`src/rtl/dmem_access_unit.sv`:
```
// Data-memory access unit. It takes one load/store command from the control FSM,
// checks the size and alignment, drives a request/ack memory handshake with a
// timeout, and delivers the extended load result in the memory data register (mdr).
module dmem_access_unit #(
  parameter int TIMEOUT = 16
) (
  input  logic        clk,
  input  logic        reset,
  input  logic        start,
  input  logic        wr,
  input  logic [2:0]  funct3,
  input  logic [63:0] addr,
  input  logic [63:0] wdata,
  output logic        mem_req,
  output logic        mem_we,
  output logic [63:0] mem_addr,
  output logic [63:0] mem_wdata,
  output logic [7:0]  mem_be,
  input  logic        mem_ack,
  input  logic [63:0] mem_rdata,
  output logic [63:0] mdr,
  output logic        busy,
  output logic        done,
  output logic        err_align,
  output logic        err_timeout
);

  localparam int CW = $clog2(TIMEOUT + 1);

  typedef enum logic [1:0] {IDLE, REQ, DONE} state_t;

  state_t        state;
  logic          wr_q;
  logic [2:0]    funct3_q;
  logic [63:0]   addr_q;
  logic [CW-1:0] cnt;

  logic [7:0]    size_mask;
  logic          aligned;
  logic          illegal;
  logic [63:0]   lane;
  logic [63:0]   load_ext;

  // The address is held from the latched command; only the doubleword index goes out.
  assign mem_addr = {addr_q[63:3], 3'b000};
  assign busy     = (state != IDLE);

  // Decode the incoming command: byte mask for the access size, alignment, legality.
  always_comb begin
    // NOTE: every variable gets a default before the case so no path leaves it
    // unassigned; otherwise synthesis infers a latch.
    size_mask = 8'h00;
    aligned   = 1'b0;
    case (funct3[1:0])
      2'b00: begin size_mask = 8'h01; aligned = 1'b1;                end
      2'b01: begin size_mask = 8'h03; aligned = (addr[0]   == 1'b0); end
      2'b10: begin size_mask = 8'h0F; aligned = (addr[1:0] == 2'b0); end
      2'b11: begin size_mask = 8'hFF; aligned = (addr[2:0] == 3'b0); end
      default: ;
    endcase
    illegal = wr ? funct3[2] : (funct3 == 3'b111);
  end

  // Pick the addressed byte lane(s) out of the read doubleword and extend them.
  always_comb begin
    lane     = mem_rdata >> {addr_q[2:0], 3'b000};
    load_ext = lane;
    case (funct3_q)
      3'b000:  load_ext = {{56{lane[7]}},  lane[7:0]};
      3'b001:  load_ext = {{48{lane[15]}}, lane[15:0]};
      3'b010:  load_ext = {{32{lane[31]}}, lane[31:0]};
      3'b100:  load_ext = {56'b0, lane[7:0]};
      3'b101:  load_ext = {48'b0, lane[15:0]};
      3'b110:  load_ext = {32'b0, lane[31:0]};
      default: load_ext = lane;
    endcase
  end

  // Control FSM with registered memory-side outputs and status pulses.
  always_ff @(posedge clk or posedge reset) begin
    if (reset) begin
      state       <= IDLE;
      wr_q        <= 1'b0;
      funct3_q    <= 3'b0;
      addr_q      <= 64'b0;
      cnt         <= '0;
      mem_req     <= 1'b0;
      mem_we      <= 1'b0;
      mem_be      <= 8'h00;
      mem_wdata   <= 64'b0;
      mdr         <= 64'b0;
      done        <= 1'b0;
      err_align   <= 1'b0;
      err_timeout <= 1'b0;
    end else begin
      // NOTE: non-blocking assignments throughout, so every register here sees the
      // pre-edge values of the others regardless of statement order.
      done        <= 1'b0;
      err_align   <= 1'b0;
      err_timeout <= 1'b0;
      case (state)
        IDLE: begin
          if (start) begin
            wr_q     <= wr;
            funct3_q <= funct3;
            addr_q   <= addr;
            cnt      <= '0;
            if (illegal || !aligned) begin
              state     <= DONE;
              done      <= 1'b1;
              err_align <= 1'b1;
            end else begin
              state     <= REQ;
              mem_req   <= 1'b1;
              mem_we    <= wr;
              mem_be    <= size_mask << addr[2:0];
              mem_wdata <= wdata << {addr[2:0], 3'b000};
            end
          end
        end
        REQ: begin
          // An ack in the final allowed cycle still counts as success.
          if (mem_ack || cnt == CW'(TIMEOUT - 1)) begin
            state       <= DONE;
            done        <= 1'b1;
            err_timeout <= !mem_ack;
            mem_req     <= 1'b0;
            mem_we      <= 1'b0;
            mem_be      <= 8'h00;
            mem_wdata   <= 64'b0;
            if (mem_ack && !wr_q) mdr <= load_ext;
          end else begin
            cnt <= cnt + 1'b1;
          end
        end
        default: state <= IDLE;
      endcase
    end
  end

endmodule

```
`config.mk`:
```
export PLATFORM = sky130hd
export DESIGN_NAME = dmem_access_unit
export DESIGN_NICKNAME = d
export VERILOG_FILES = /design/src/rtl/dmem_access_unit.sv
export SDC_FILE = /design/constraint.sdc
export NUM_CORES = 1
export LEC_CHECK = 0
export ABC_AREA = 1
export BUFFER_PORTS_ARGS = -buffer_cell sky130_fd_sc_hd__buf_2
export CORE_AREA = 2 2 159 161
export DETAILED_ROUTE_END_ITERATION = 8
export DIE_AREA = 0 0 161 163
export PLACE_DENSITY = 0.88
export SLEW_MARGIN = 20
export SYNTH_ARGS = -nofsm -noshare
export SYNTH_HDL_FRONTEND = slang
export SYNTH_SLANG_ARGS = --single-unit
```
`constraint.sdc`:
```
create_clock -name clk -period 11.4 [get_ports clk]
set_input_delay 3.42 -clock clk [delete_from_list [all_inputs] [get_ports clk]]
set_output_delay 3.42 -clock clk [all_outputs]
set_load 0.05 [all_outputs]
```
======== Word-level counts from Yosys, hierarchy flattened ========
Cells that the tools add are included.
storage, ports and cells
  output and inout bits ................... 206
  word-level logic and storage cells ...... 84
  register bits after elaboration ......... 216
cells by class
  equal/unequal tests ..................... 15
  reductions and logical operators ........ 18
  shift operators ......................... 3
  muxes and demuxes ....................... 33
  bitwise operators ....................... 1
  add/subtract/negate cells ............... 1
operators with widths
  cell                   number
  $pmux W64 S6           1
  $mux W64               3
  $pmux W64 S2           1
  $shl A64 B6 Y64        1
  $shr A64 B6 Y64        1
  $pmux W8 S4            1
  $mux W8                3
  $pmux W8 S2            1
  $eq A3 B3 Y1 const B   4
  $mux W1                12
  $mux W5                2
  $pmux W5 S2            1
  $ne A2 B2 Y1 const B   4
  $shl A8 B3 Y8          1
  $logic_not A2 Y1       3
  $logic_not A3 Y1       2
  $mux W2                3
  $pmux W1 S2            3
  $reduce_and A3 Y1      2
  $add A5 B1 Y5 const B  1
  $eq A5 B4 Y1 const B   1
  $eq A2 B1 Y1 const B   2
  $eq A2 B2 Y1 const B   2
  $pmux W1 S4            1
  10 further kinds       15

======== Depth between registers and ports, before layout ========
  depth in word-level cells ............... 7
  mapped depth ............................ 13

======== Least setup slack after synthesis ========
Ideal clock, no wire load.
  path kind ............................... input -> register
  from .................................... input addr[1]
  to ...................................... register mem_wdata[13]
  setup slack ............................. 6696 ps
  stages .................................. 12
  setup time .............................. 120 ps
  required time ........................... 11280 ps
  arrival ................................. 4585 ps
  cell sequence ........................... buf_2 > nor2_2 > buf_4 > nand3_2 > nand2_2 > nand2_4 > nand2_4 > nand2_4 > buf_6 > buf_6 > nand2_1 > o21ai_2
on the way
  longest elaborated chain between the ends .. 6
  elaborated cells on any way between the ends .. 11
  those cells by class .................... eq/ne (1); shift (1); mux (4); reduce/logical (5)
RTL lines
  item                                                                     line  source
  start, declared                                                          12    input logic [63:0] addr,
  parallel branches: the longest is 6 deep, another holds $shl A64 B6 Y64  -
  end signal, assigned                                                     117   mem_wdata <= wdata << {addr[2:0], 3'b000};
  end, declared                                                            17    output logic [63:0] mem_wdata,
Parallel ways; which one is timed is not known. The select of a mux whose other input is x is not followed.
A chain may end at the register's enable or synchronous reset.

======== Final worst setup path ========
  from .................................... input addr[0]
  to ...................................... register mem_wdata[4]
on the way
  longest elaborated chain between the ends .. 6
  elaborated cells on any way between the ends .. 12
  those cells by class .................... eq/ne (1); shift (1); mux (4); bitwise (1); reduce/logical (5)
RTL lines
  item
  parallel branches: the longest is 6 deep, another holds $shl A64 B6 Y64
Parallel ways; which one is timed is not known. The select of a mux whose other input is x is not followed.

==> impl_metrics.env <==
export IMPL_first_iter_violations=1598
export IMPL_cts_sinks=216
export IMPL_layout_cells_non_filler=2387
export IMPL_dp_hpwl_um=30400
export IMPL_die_area_um2=26200
export IMPL_status="completed"
export IMPL_seqCellArea_um2=5410
export IMPL_cts_hold_buf=0
export IMPL_whs_ns=0.469
export IMPL_syn_cell_area_um2=12600
export IMPL_grtUsageTotal_pct=30.6
export IMPL_fin_ws_ns=5.14
export IMPL_crit_top_cell="nand2_4"
export IMPL_gp_congestion=1.00
export IMPL_required_ns=11.83
export IMPL_htree_levels=1
export IMPL_grt_ovfl_total=0
export IMPL_synthToLayoutAreaGrowth_pct=17.7
export IMPL_clock_latency_ns=0.52
export IMPL_numPortBuffers=402
export IMPL_crit_fanout=76
export IMPL_drive_gt1_share_pct=25.0
export IMPL_drv_slew=0
export IMPL_setup_violations=0
export IMPL_antenna_found_initial=4
export IMPL_wl_per_cell_um=17.3
export IMPL_grt_max_degree=139
export IMPL_finalClockSkew_ns=0.00838
export IMPL_fp_dieH_um=163
export IMPL_p_int_mw=1.97
export IMPL_fin_tns_setup_ns=0
export IMPL_rsz0062_at_grt="false"
export IMPL_max_stage_delay_ns=0.72
export IMPL_powerDensity_nw_per_um2=283
export IMPL_final_cell_mix="nand2_1 (651), buf_2 (402), dfrtp_1 (215)"
export IMPL_row_count=58
export IMPL_hold_viol=0
export IMPL_slowest_stage="buf_4"
export IMPL_irDropWorstVdd_v=0.000192
export IMPL_grt_pass1_wl_um=64200
export IMPL_min_path_type="reg2reg"
export IMPL_viasPerCell=5.48
export IMPL_grt_pass1_vias=12200
export IMPL_p_clk_share_pct=18.0
export IMPL_final_area_um2=14800
export IMPL_core_um2=24700
export IMPL_critical_path_arrival_ns=6.69
export IMPL_start_util_pct=51.0
export IMPL_p_leak_nw=7.90
export IMPL_sw_frac_of_total_pct=53.1
export IMPL_finalCriticalPeriod_ns=6.26
export IMPL_cap_viol_max_count=0
export IMPL_cts_buffer_depth=3
export IMPL_fmax_mhz=160
export IMPL_cts_tree="yes"
export IMPL_dr_total_vias=13100
export IMPL_yosysWarnings=0
export IMPL_critical_path_class="in2reg"
export IMPL_dieWidth_um=161
export IMPL_power_total_mw=4.19
export IMPL_p_comb_share_pct=51.9
export IMPL_ant_nets=0
export IMPL_drc=0
export IMPL_cts_buffers=24
export IMPL_clk_pin_slew_ns=0.06
export IMPL_fillers=2332
export IMPL_cts_setup_buffers=0
export IMPL_path_cells="buf_2 -> buf_4 -> inv_2 -> o21ai_1 -> nand2_1 -> clkinv_1 -> nand2_2 -> nand2_4 -> nand2_4 -> nand2_4 -> buf_4 -> nand2_1 -> o21ai_2"
export IMPL_fin_util_pct=60.0
export IMPL_cts_root_buf="clkbuf_16"
export IMPL_ctsResizeCount=0
export IMPL_ys_seq_area_share_pct=43.0
export IMPL_dp_cells=2343
export IMPL_slew_headroom_pct=30.9
export IMPL_p_switching_mw=2.22
export IMPL_synth_avg_cell_area_um2=7.07
export IMPL_mostFrequentLayoutCell="nand2_1"
export IMPL_synth_cell_types=36
export IMPL_multi_input_area_um2=5870
export IMPL_start_kind="primary input"
export IMPL_placedInstanceArea_um2=14000
export IMPL_p_seq_share_pct=30.1
export IMPL_synth_cells=1779
export IMPL_first_pass_iters=8
export IMPL_drt_wl_total_um=41300
export IMPL_num_io_pins=406
export IMPL_synth_seq_cells=216
export IMPL_dpl_worst_slack_ns=4.67
export IMPL_tightest_slew_ns=1.03
export IMPL_end_kind="register"
export IMPL_layout_nets=2241
export IMPL_min_period_over_period_pct=54.9
==> per-layer routing <==
layer / up-vias / track usage [%] / part of all wire, %
met5: - / 0 / 0.031
met2: 736 / 53.0 / 49
met3: 111 / 4.38 / 8.6
met1: 6070 / 39.0 / 38
li1: 6173 / - / -
met4: 2 / 11.8 / 3.7
==> worst max-delay path, delay by kind of cell <==
kind	cells	cell delay (ns)
buf+inv	5	1.85
compound gates	2	0.39
simple gates	6	0.94
==> kinds of logic after synthesis <==
kind of cell,synth area share (%)
buf+inv,10.4
fa+ha+maj,0.199
compound gates,12.5
simple gates,33.8
flops,43.0
mux,0.0796
other cells,0.0298
==> final timing paths <==
kind | depth (start not counted) | start | slack [ns] | end
worst min register to register | 2 | mem_wdata[43] | 0.47 | mem_wdata[43]
worst max-delay path | 13 | addr[0] | 5.14 | mem_wdata[4]
max in group asynchronous | 3 | reset | 6.70 | mdr[6]
worst min-delay path | 2 | mem_wdata[43] | 0.47 | mem_wdata[43]
min in group asynchronous | 2 | reset | 3.06 | addr_q[40]
worst max register to register | 9 | addr_q[0] | 7.70 | mdr[45]
==> cell usage after synthesis, drive strengths merged <==
cell type	number	area share, %
o211ai	18	1.1
inv	62	1.9
clkinv	1	0.030
nand2	666	20
nand3	165	6.6
a22o	1	0.070
nor2	161	4.9
dfrtp	216	43
o21ai	223	9.5
o31ai	1	0.060
a21oi	33	1.3
mux2i	1	0.080
buf	130	7.0
nor3	6	0.28
conb	1	0.030
and2	3	0.15
ha	2	0.20
or2	30	1.5
a31oi	3	0.15
o21bai	1	0.060
clkbuf	51	1.5
o22a	4	0.28
==> power groups by stage <==
stage               clock (mW)  combinational [mW]  sequential [mW]
finish                   0.754                2.18             1.26
global route             0.803                2.32             1.29
detailed placement           0                2.17             1.26
CTS                      0.767                2.17             1.25
global placement             0                2.14             1.26
floorplan                    0                1.03             1.94
==> final cells by class <==
class | count | area share [%]
clock buffer | 34 | 4.65
sequential | 216 | 36.5
inverter | 63 | 1.66
antenna | 3 | 0.0507
timing repair buffer | 413 | 14.2
multi-input combinational | 1321 | 39.6
clock inverter | 7 | 0.524
tap | 330 | 2.79
==> flip-flops by register name, indices dropped and copies added, names as in the netlist <==
name and count:
cnt 5, addr_q 64, funct3_q 3, mem_we 1, mem_wdata 64, mdr 64
mem_be 8, mem_req 1, done 1, wr_q 1, err_align 1, err_timeout 1
state 2
(Power assumes the default switching activity.)
